`config.mk`:
```
export PLATFORM = sky130hd
export DESIGN_NAME = bolme_birimi_p
export DESIGN_NICKNAME = d
export VERILOG_FILES = /design/src/rtl/bolme_birimi_p.sv
export SDC_FILE = /design/constraint.sdc
export NUM_CORES = 1
export LEC_CHECK = 0
export BUFFER_PORTS_ARGS = -buffer_cell sky130_fd_sc_hd__buf_2
export CAP_MARGIN = 20
export CORE_MARGIN = 2
export CORE_UTILIZATION = 50
export CTS_CLUSTER_SIZE = 24
export DETAILED_ROUTE_END_ITERATION = 10
export PLACE_DENSITY = 0.67
export SKIP_LAST_GASP = 1
export SYNTH_ARGS = -nofsm -noshare
export SYNTH_HDL_FRONTEND = slang
export SYNTH_SLANG_ARGS = --single-unit
```
`constraint.sdc`:
```
create_clock -name clk_i -period 3.8 [get_ports clk_i]
set_input_delay 0.19 -clock clk_i [delete_from_list [all_inputs] [get_ports clk_i]]
set_output_delay 0.19 -clock clk_i [all_outputs]
set_load 0.05 [all_outputs]
```
`src/rtl/bolme_birimi_p.sv`:
```
// Iterative signed/unsigned integer divider (DIV/DIVU/REM/REMU), restoring algorithm, ADIM_BIT quotient bits per cycle.
// Optional result cache for back-to-back quotient/remainder requests on the same operands: define BOLME_ONBELLEK_EN.
module bolme_birimi_p #(
   parameter int VERI_BIT = 32,
   parameter int ADIM_BIT = 1
) (
   input  logic                clk_i,
   input  logic                rst_i,
   input  logic                gecerli_i,
   input  logic [1:0]          islem_i,
   input  logic [VERI_BIT-1:0] bolunen_i,
   input  logic [VERI_BIT-1:0] bolen_i,
   input  logic                durdur_i,
   input  logic                iptal_i,
   output logic                hazir_o,
   output logic                sonuc_gecerli_o,
   output logic [VERI_BIT-1:0] sonuc_o
);
   localparam int K     = VERI_BIT / ADIM_BIT;
   localparam int SAY_W = $clog2(K);
   localparam logic [VERI_BIT-1:0] EN_NEG = {1'b1, {(VERI_BIT-1){1'b0}}};

   typedef enum logic [1:0] {BOSTA = 2'd0, HESAPLA = 2'd1, DUZELT = 2'd2, BITTI = 2'd3} durum_t;

   durum_t              durum_q, durum_d;
   logic [VERI_BIT-1:0] kalan_q, kalan_d, bolum_q, bolum_d, bolen_q, bolen_d, sonuc_q, sonuc_d;
   logic [SAY_W-1:0]    sayac_q, sayac_d;
   logic                q_isaret_q, q_isaret_d, r_isaret_q, r_isaret_d;
   logic                ozel_q, ozel_d, kalan_sec_q, kalan_sec_d;

   logic                isaretli, a_neg, b_neg, sifir_bolen, tasma, isabet;
   logic [VERI_BIT-1:0] a_mag, b_mag, son_bolum, son_kalan;
   logic [VERI_BIT-1:0] adim_kalan, adim_bolum;
   logic [VERI_BIT:0]   genis;

`ifdef BOLME_ONBELLEK_EN
   logic                onb_gecerli_q, onb_gecerli_d, onb_isaretli_q, onb_isaretli_d;
   logic [VERI_BIT-1:0] onb_bolunen_q, onb_bolunen_d, onb_bolen_q, onb_bolen_d;
   logic [VERI_BIT-1:0] onb_bolum_q, onb_bolum_d, onb_kalan_q, onb_kalan_d;
`endif

   always_comb begin
      isaretli    = ~islem_i[0];
      a_neg       = isaretli & bolunen_i[VERI_BIT-1];
      b_neg       = isaretli & bolen_i[VERI_BIT-1];
      a_mag       = a_neg ? -bolunen_i : bolunen_i;
      b_mag       = b_neg ? -bolen_i : bolen_i;
      sifir_bolen = (bolen_i == '0);
      tasma       = isaretli && (bolunen_i == EN_NEG) && (bolen_i == '1);
`ifdef BOLME_ONBELLEK_EN
      isabet = onb_gecerli_q && (bolunen_i == onb_bolunen_q) && (bolen_i == onb_bolen_q) &&
               (isaretli == onb_isaretli_q);
`else
      isabet = 1'b0;
`endif
   end

   // one restoring step per retired quotient bit; the dividend shifts out of bolum as quotient bits shift in
   always_comb begin
      adim_kalan = kalan_q;
      adim_bolum = bolum_q;
      genis      = '0;
      for (int i = 0; i < ADIM_BIT; i++) begin
         genis      = {adim_kalan, adim_bolum[VERI_BIT-1]};
         adim_bolum = {adim_bolum[VERI_BIT-2:0], 1'b0};
         if (genis >= {1'b0, bolen_q}) begin
            genis         = genis - {1'b0, bolen_q};
            adim_bolum[0] = 1'b1;
         end
         adim_kalan = genis[VERI_BIT-1:0];
      end
   end

   // special and cached results are preloaded already sign-correct
   always_comb begin
      son_bolum = (!ozel_q && q_isaret_q) ? -bolum_q : bolum_q;
      son_kalan = (!ozel_q && r_isaret_q) ? -kalan_q : kalan_q;
   end

   always_comb begin
      durum_d     = durum_q;
      kalan_d     = kalan_q;
      bolum_d     = bolum_q;
      bolen_d     = bolen_q;
      sonuc_d     = sonuc_q;
      sayac_d     = sayac_q;
      q_isaret_d  = q_isaret_q;
      r_isaret_d  = r_isaret_q;
      ozel_d      = ozel_q;
      kalan_sec_d = kalan_sec_q;
`ifdef BOLME_ONBELLEK_EN
      onb_gecerli_d  = onb_gecerli_q;
      onb_isaretli_d = onb_isaretli_q;
      onb_bolunen_d  = onb_bolunen_q;
      onb_bolen_d    = onb_bolen_q;
      onb_bolum_d    = onb_bolum_q;
      onb_kalan_d    = onb_kalan_q;
`endif
      case (durum_q)
         BOSTA: begin
            if (gecerli_i && !iptal_i) begin
               kalan_sec_d = islem_i[1];
               q_isaret_d  = a_neg ^ b_neg;
               r_isaret_d  = a_neg;
               bolen_d     = b_mag;
               bolum_d     = a_mag;
               kalan_d     = '0;
               sayac_d     = '0;
               ozel_d      = 1'b1;
               durum_d     = DUZELT;
`ifdef BOLME_ONBELLEK_EN
               onb_gecerli_d  = 1'b0;
               onb_isaretli_d = isaretli;
               onb_bolunen_d  = bolunen_i;
               onb_bolen_d    = bolen_i;
`endif
               if (sifir_bolen) begin
                  bolum_d = '1;
                  kalan_d = bolunen_i;
               end else if (tasma) begin
                  bolum_d = EN_NEG;
               end else if (isabet) begin
`ifdef BOLME_ONBELLEK_EN
                  bolum_d = onb_bolum_q;
                  kalan_d = onb_kalan_q;
`endif
               end else begin
                  ozel_d  = 1'b0;
                  durum_d = HESAPLA;
               end
            end
         end
         HESAPLA: begin
            kalan_d = adim_kalan;
            bolum_d = adim_bolum;
            sayac_d = sayac_q + 1'b1;
            if (sayac_q == SAY_W'(K - 1)) durum_d = DUZELT;
         end
         DUZELT: begin
            sonuc_d = kalan_sec_q ? son_kalan : son_bolum;
            durum_d = BITTI;
`ifdef BOLME_ONBELLEK_EN
            onb_gecerli_d = 1'b1;
            onb_bolum_d   = son_bolum;
            onb_kalan_d   = son_kalan;
`endif
         end
         BITTI: begin
            if (!durdur_i) durum_d = BOSTA;
         end
         default: durum_d = BOSTA;
      endcase
      if (iptal_i) begin
         durum_d = BOSTA;
`ifdef BOLME_ONBELLEK_EN
         onb_gecerli_d = 1'b0;
`endif
      end
   end

   always_ff @(posedge clk_i) begin
      if (!rst_i) begin
         durum_q     <= BOSTA;
         kalan_q     <= '0;
         bolum_q     <= '0;
         bolen_q     <= '0;
         sonuc_q     <= '0;
         sayac_q     <= '0;
         q_isaret_q  <= 1'b0;
         r_isaret_q  <= 1'b0;
         ozel_q      <= 1'b0;
         kalan_sec_q <= 1'b0;
`ifdef BOLME_ONBELLEK_EN
         onb_gecerli_q  <= 1'b0;
         onb_isaretli_q <= 1'b0;
         onb_bolunen_q  <= '0;
         onb_bolen_q    <= '0;
         onb_bolum_q    <= '0;
         onb_kalan_q    <= '0;
`endif
      end else begin
         durum_q     <= durum_d;
         kalan_q     <= kalan_d;
         bolum_q     <= bolum_d;
         bolen_q     <= bolen_d;
         sonuc_q     <= sonuc_d;
         sayac_q     <= sayac_d;
         q_isaret_q  <= q_isaret_d;
         r_isaret_q  <= r_isaret_d;
         ozel_q      <= ozel_d;
         kalan_sec_q <= kalan_sec_d;
`ifdef BOLME_ONBELLEK_EN
         onb_gecerli_q  <= onb_gecerli_d;
         onb_isaretli_q <= onb_isaretli_d;
         onb_bolunen_q  <= onb_bolunen_d;
         onb_bolen_q    <= onb_bolen_d;
         onb_bolum_q    <= onb_bolum_d;
         onb_kalan_q    <= onb_kalan_d;
`endif
      end
   end

   assign hazir_o         = (durum_q == BOSTA);
   assign sonuc_gecerli_o = (durum_q == BITTI);
   assign sonuc_o         = sonuc_q;
endmodule

```
==> results of run 1 <==
-- final timing paths --
| kind | to | slack, ns | cells after the start |
|---|---|---|---|
| setup / recovery | kalan_q[27] | 0.37 | 10 |
| hold / removal | kalan_sec_q | 0.01 | 3 |
| setup reg to reg | kalan_q[27] | 0.37 | 10 |
| hold reg to reg | sonuc_o[24] | 0.47 | 2 |
-- per-stage QoR --
stage          area [sq um]  setup WS [ns]   util
6_report              12600          0.367  0.563
5_1_grt               12600         0.0362  0.563
4_1_cts               12600          0.402  0.563
2_1_floorplan         11300          0.990      -
3_3_place_gp          12000          0.529  0.535
3_5_place_dp          12000          0.409  0.535
-- per-layer routing --
metal  GRT usage  share of wire  vias up
met4      0.0864          0.023        0
met1       0.402           0.46     5189
met5           0              0        -
met3      0.0373          0.062       42
met2       0.476           0.45      401
li1            -              -     5618
-- registers in the layout, indices dropped and copies added (netlist names) --
name and flops:
bolen_q 32, bolum_q 32, durum_q 2, kalan_q 32
kalan_sec_q 1, ozel_q 1, q_isaret_q 1, r_isaret_q 1
sayac_q 5, sonuc_o 32
-- power by group --
group	switching (mW)	total (mW)	internal [mW]
Combinational	1.09	1.79	0.699
Clock	0.699	1.75	1.05
Sequential	0.118	1.66	1.54
-- synthesized netlist by cell type (4+ instances only) --
cell type / n
nor2b_1: 25
or3_1: 19
or2_2: 4
and2_1: 16
o21a_1: 13
nor3b_1: 4
a31oi_1: 27
mux2_2: 6
a21o_1: 14
o221a_2: 10
buf_2: 7
a21oi_1: 137
nand4_1: 17
ha_1: 43
nand2_1: 174
mux2i_1: 38
dfxtp_1: 139
nand3b_1: 15
o211ai_1: 23
o21ai_0: 120
or4_1: 9
nor3_1: 54
nand2b_1: 16
nor4_1: 18
a211oi_1: 12
nand3_1: 49
buf_1: 8
o41ai_1: 11
nor2_1: 79
clkbuf_1: 87
o221ai_1: 6
a21boi_0: 14
xnor2_1: 83
o31ai_1: 26
o311a_1: 4
inv_1: 56
xor2_1: 48
o211a_1: 25
and3_1: 9
-- cell type report --
cell class,instances,share of cell area
multi-input combinational,1222,0.629
sequential,139,0.220
timing repair buffer,129,0.0573
clock buffer,19,0.0351
tap,285,0.0282
inverter,56,0.0166
clock inverter,13,0.0133
antenna,1,0.000198
-- cells by family after synthesis --
| logic type | synth area share |
|---|---|
| muxes | 0.0395 |
| AOI/OAI and AO/OA | 0.267 |
| DFF | 0.246 |
| and+or+nand+nor | 0.242 |
| xor gates and xnor gates | 0.101 |
| buffers and inverters | 0.0548 |
| adders and majority gates | 0.0493 |
-- worst max-delay path, cell delays in order (launching register included) --
cell and delay [ns]:
dfxtp_1 0.38, ha_1 0.45, o21ai_0 0.15, o21ai_0 0.17, o311ai_0 0.16, o21ai_1 0.47
and2_1 0.53, or3_1 0.44, buf_12 0.21, mux2i_1 0.21, a31oi_1 0.10
==> impl_metrics.toml, run 1 <==
[clock_network]
clock_sinks = 139
htree_levels = 4
cts_setup_buffers = 0
cts_resized = 0
cts_tree = "yes"
clockBufferDepth = 2
cts_root_buffer = "clkbuf_16"
cts_made_buffers = 17
cts_hold_buf = 0
clock_latency_ns = 0.43
clk_pin_slew_worst_paths_ns = 0.06

[timing]
post-route-period-util = 0.903
max_freq_mhz = 291
rsz0062_at_grt = "false"
hold_slack_ns = 0.00978
finalClockSkew_ns = 0.00824
setup_viol = 0
fin_tns_setup_ns = 0
min_period_ns = 3.43
maxSlewHeadroom = 0.293
maxSlewViolCount = 0
tightest_slew_ns = 1.06
hold_violations = 0

[synthesis]
ys_top_cells_by_area = "dfxtp_1 25%, xnor2_1 6.4%, a21oi_1 6.1%"
yosysWarnings = 0
ys_ff_latch = 139
netlist_instances = 1521
synth_edf_count = 0
syn_area_sq_mm = 0.0113
avgSynthCellArea_sq_um = 7.45
synthDistinctLibCells = 77
synth-async-reset-ratio = 0
synth_ff_type = "dfxtp_1"
syn_nets = 1636
synth_top_area_frac = 0.246
yosys.area.top_type = "dfxtp_1"
ys_seq_area_frac = 0.246

[route]
drc = 0
drtPass1Iterations = 5
wl_per_cell_um = 18.6
finalWirelength_um = 34600
viasPerCell = 6.04
postRouteAntennaNets = 0
drt_iter0_markers = 1003
dr_total_vias = 11300

[layout]
ff_latch_area_sq_mm = 0.00278
final_cell_count_no_fill = 1864
fill_cells = 2189
final_common_cell = "nand2_1"
layout_common_cells = "174 x nand2_1, 138 x dfxtp_1, 137 x a21oi_1, 120 x o21ai_0, 103 x buf_2"
drive_above_1_share = 0.129
nets = 1680
syn_to_final_growth_pct = 11.5
multi_input_area_sq_mm = 0.00794

[global_routing]
overflow = 0
grt_start_max_net_pins = 73
grt_antenna_before_repair = 1
grt_use_total = 0.291
grt_pass1_wl_um = 55800
first_global_vias = 10400

[setup_path]
end_kind = "flip-flop"
cp-startpoint = "kalan_q[19]"
cp-start-kind = "flip-flop"
crit_type = "reg -> reg"
required_ns = 4.06
cp.arrival_ns = 3.70
r2r_start = "kalan_q[19]"
path_max_fanout = 15

[hold_path]
min_path_type = "in -> reg"
worstHoldStart = "islem_i[1]"

[floorplan]
core_sq_mm = 0.0224
initial_core_util = 0.505
die_w_um = 155
rows = 55
design.portCount = 105
dieArea_sq_mm = 0.0239
chipHeight_um = 155

[placed_design]
dp_cells = 1831
dp_hpwl_um = 26200
port_buffers = 104
place_congestion = 0.916

[power_and_ir_drop]
p_leak_nw = 5.19
power_mw = 5.20
power-per-cell-area_mw_per_mm2 = 412
ir_worst_vdd_mv = 0.296

[flow_run]
maxCapViolations = 0

[run_status]
status = "finished, final reports clean"
No activity file was read; power rests on OpenSTA's default activity.
==> inputs of run 2 (changes only) <==
--- a/config.mk
+++ b/config.mk
@@ -8,10 +8,10 @@
 export BUFFER_PORTS_ARGS = -buffer_cell sky130_fd_sc_hd__buf_2
 export CAP_MARGIN = 20
 export CORE_MARGIN = 2
-export CORE_UTILIZATION = 50
+export CORE_UTILIZATION = 42
 export CTS_CLUSTER_SIZE = 24
 export DETAILED_ROUTE_END_ITERATION = 10
-export PLACE_DENSITY = 0.67
+export PLACE_DENSITY = 0.58
 export SKIP_LAST_GASP = 1
 export SYNTH_ARGS = -nofsm -noshare
 export SYNTH_HDL_FRONTEND = slang
==> impl_metrics.toml, run 2 (synthesis results as in run 1) <==
[run_status]
status = "finished, final reports clean"

[power_and_ir_drop]
swShare = 0.372
ir_worst_vdd_mv = 0.305
power-per-cell-area_mw_per_mm2 = 406
pwr-share-clk = 0.327
power_mw = 5.14
p_leak_nw = 5.20
power.switching_mw = 1.91
power.share.combinational = 0.350
seqPwrFrac = 0.323
intPower_mw = 3.23

[timing]
rsz0062_at_grt = "false"
post-route-period-util = 0.901
min_period_ns = 3.42
maxSlewHeadroom = 0.306
tightest_slew_ns = 1.04
maxSlewViolCount = 0
max_freq_mhz = 292
hold_slack_ns = 0.0521
fin_tns_setup_ns = 0
setup_viol = 0
finalClockSkew_ns = 0.0131
hold_violations = 0

[placed_design]
place_area_sq_mm = 0.0121
port_buffers = 104
place_congestion = 0.910
dp_cells = 1888
dp_hpwl_um = 28000

[global_routing]
overflow = 0
grt_use_total = 0.259
grt_pass1_wl_um = 58200
grt_start_max_net_pins = 95
first_global_vias = 10300
grt_antenna_before_repair = 0

[route]
drc = 0
wl_met2_um = 16800
postRouteAntennaNets = 0
met3_length_um = 1620
routed.top_layer = "met4"
drt_iter0_markers = 997
drtPass1Iterations = 5
finalWirelength_um = 36900
wl_met1_um = 17800
wl_per_cell_um = 19.2
viasPerCell = 5.84
dr_total_vias = 11200

[floorplan]
die_w_um = 168
dieArea_sq_mm = 0.0283
rows = 60
initial_core_util = 0.424
design.portCount = 105
chipHeight_um = 168
core_sq_mm = 0.0267

[setup_path]
cp-start-kind = "flip-flop"
crit_type = "reg -> reg"
path_max_fanout = 15
crit_path_cell_trace = "ha_1 > a211oi_1 > o21ai_0 > o311ai_0 > o21ai_1 > and2_1 > nor3_4 > mux2i_1 > o221a_2"
cp_slowest_cell = "nor3_4"
cp_num_buf_inv = 0
end_kind = "flip-flop"
required_ns = 4.11
cp.arrival_ns = 3.73
cpPeakStageDelay_ns = 0.78
critical-path-top-delay-family = "simple AND/OR/NAND/NOR gates"

[clock_network]
cts_hold_buf = 0
cts_made_buffers = 17
cts_tree = "yes"
htree_levels = 4
clock_sinks = 139
clk_pin_slew_worst_paths_ns = 0.06
cts_setup_buffers = 0
cts_resized = 0
clock_latency_ns = 0.43
clockBufferDepth = 2
cts_root_buffer = "clkbuf_16"

[layout]
syn_to_final_growth_pct = 11.8
final_cell_count_no_fill = 1919
drive_above_1_share = 0.129
layout_common_cells = "174 x nand2_1, 138 x dfxtp_1, 137 x a21oi_1, 120 x o21ai_0, 103 x buf_2"
fin_area_sq_mm = 0.0127
num_antenna_cells = 0
nets = 1681
final_common_cell = "nand2_1"

[flow_run]
maxCapViolations = 0

[hold_path]
min_path_type = "in -> reg"
-- run 2: changes by cell type in the layout (fill, tap and decap cells not counted) --
| cell | previous run | this run |
|---|---|---|
| clkinv_2 | 1 | 4 |
| clkinvlp_4 | 5 | 3 |
| buf_4 | 25 | 26 |
| bufinv_16 | 3 | 2 |
| clkbuf_8 | 1 | 2 |
| clkinv_4 | 2 | 1 |
| diode_2 | 1 | 0 |
| inv_6 | 2 | 1 |
-- run 2: final cells by class --
class | count | area, sq um
Fill cell | 2747 | 14100
Multi-Input combinational cell | 1222 | 7940
Sequential cell | 139 | 2780
Timing Repair Buffer | 130 | 731
Clock buffer | 20 | 457
Tap cell | 341 | 427
Inverter | 56 | 210
Clock inverter | 11 | 120
-- run 2: through the flow --
step / utilization / worst slack (ns)
after floorplan: - / 0.990
after global placement: 0.452 / 0.467
after detailed placement: 0.452 / 0.367
after CTS: 0.474 / 0.362
after global routing: 0.474 / 0.102
final: 0.474 / 0.377
-- run 2: final timing paths --
path,startpoint,endpoint,slack (ns),cells past startpoint
min,bolen_i[0],bolen_q[0],0.05,3
min reg2reg,bolen_q[31],bolen_q[31],0.47,2
max,kalan_q[17],kalan_q[2],0.38,9
max reg2reg,kalan_q[17],kalan_q[2],0.38,9
-- run 2: worst register-to-register path, cell delays in order (launching register included) --
cell	delay (ns)
dfxtp_1	0.47
ha_1	0.39
a211oi_1	0.33
o21ai_0	0.13
o311ai_0	0.11
o21ai_1	0.25
and2_1	0.37
nor3_4	0.78
mux2i_1	0.20
o221a_2	0.28
-- run 2: metal layers --
layer	vias up	global-route usage
li1	5615	-
met1	5271	0.365
met2	283	0.427
met3	35	0.0247
met4	0	0.0648
met5	-	0
-- run 2: power by group through the flow --
stage / Combinational [mW] / Clock, mW / Sequential, mW
after global placement: 1.78 / 0 / 1.69
after detailed placement: 1.78 / 0 / 1.69
after CTS: 1.79 / 1.69 / 1.66
after global routing: 1.98 / 1.75 / 1.68
final: 1.80 / 1.68 / 1.66
after floorplan: 1.30 / 0 / 1.65
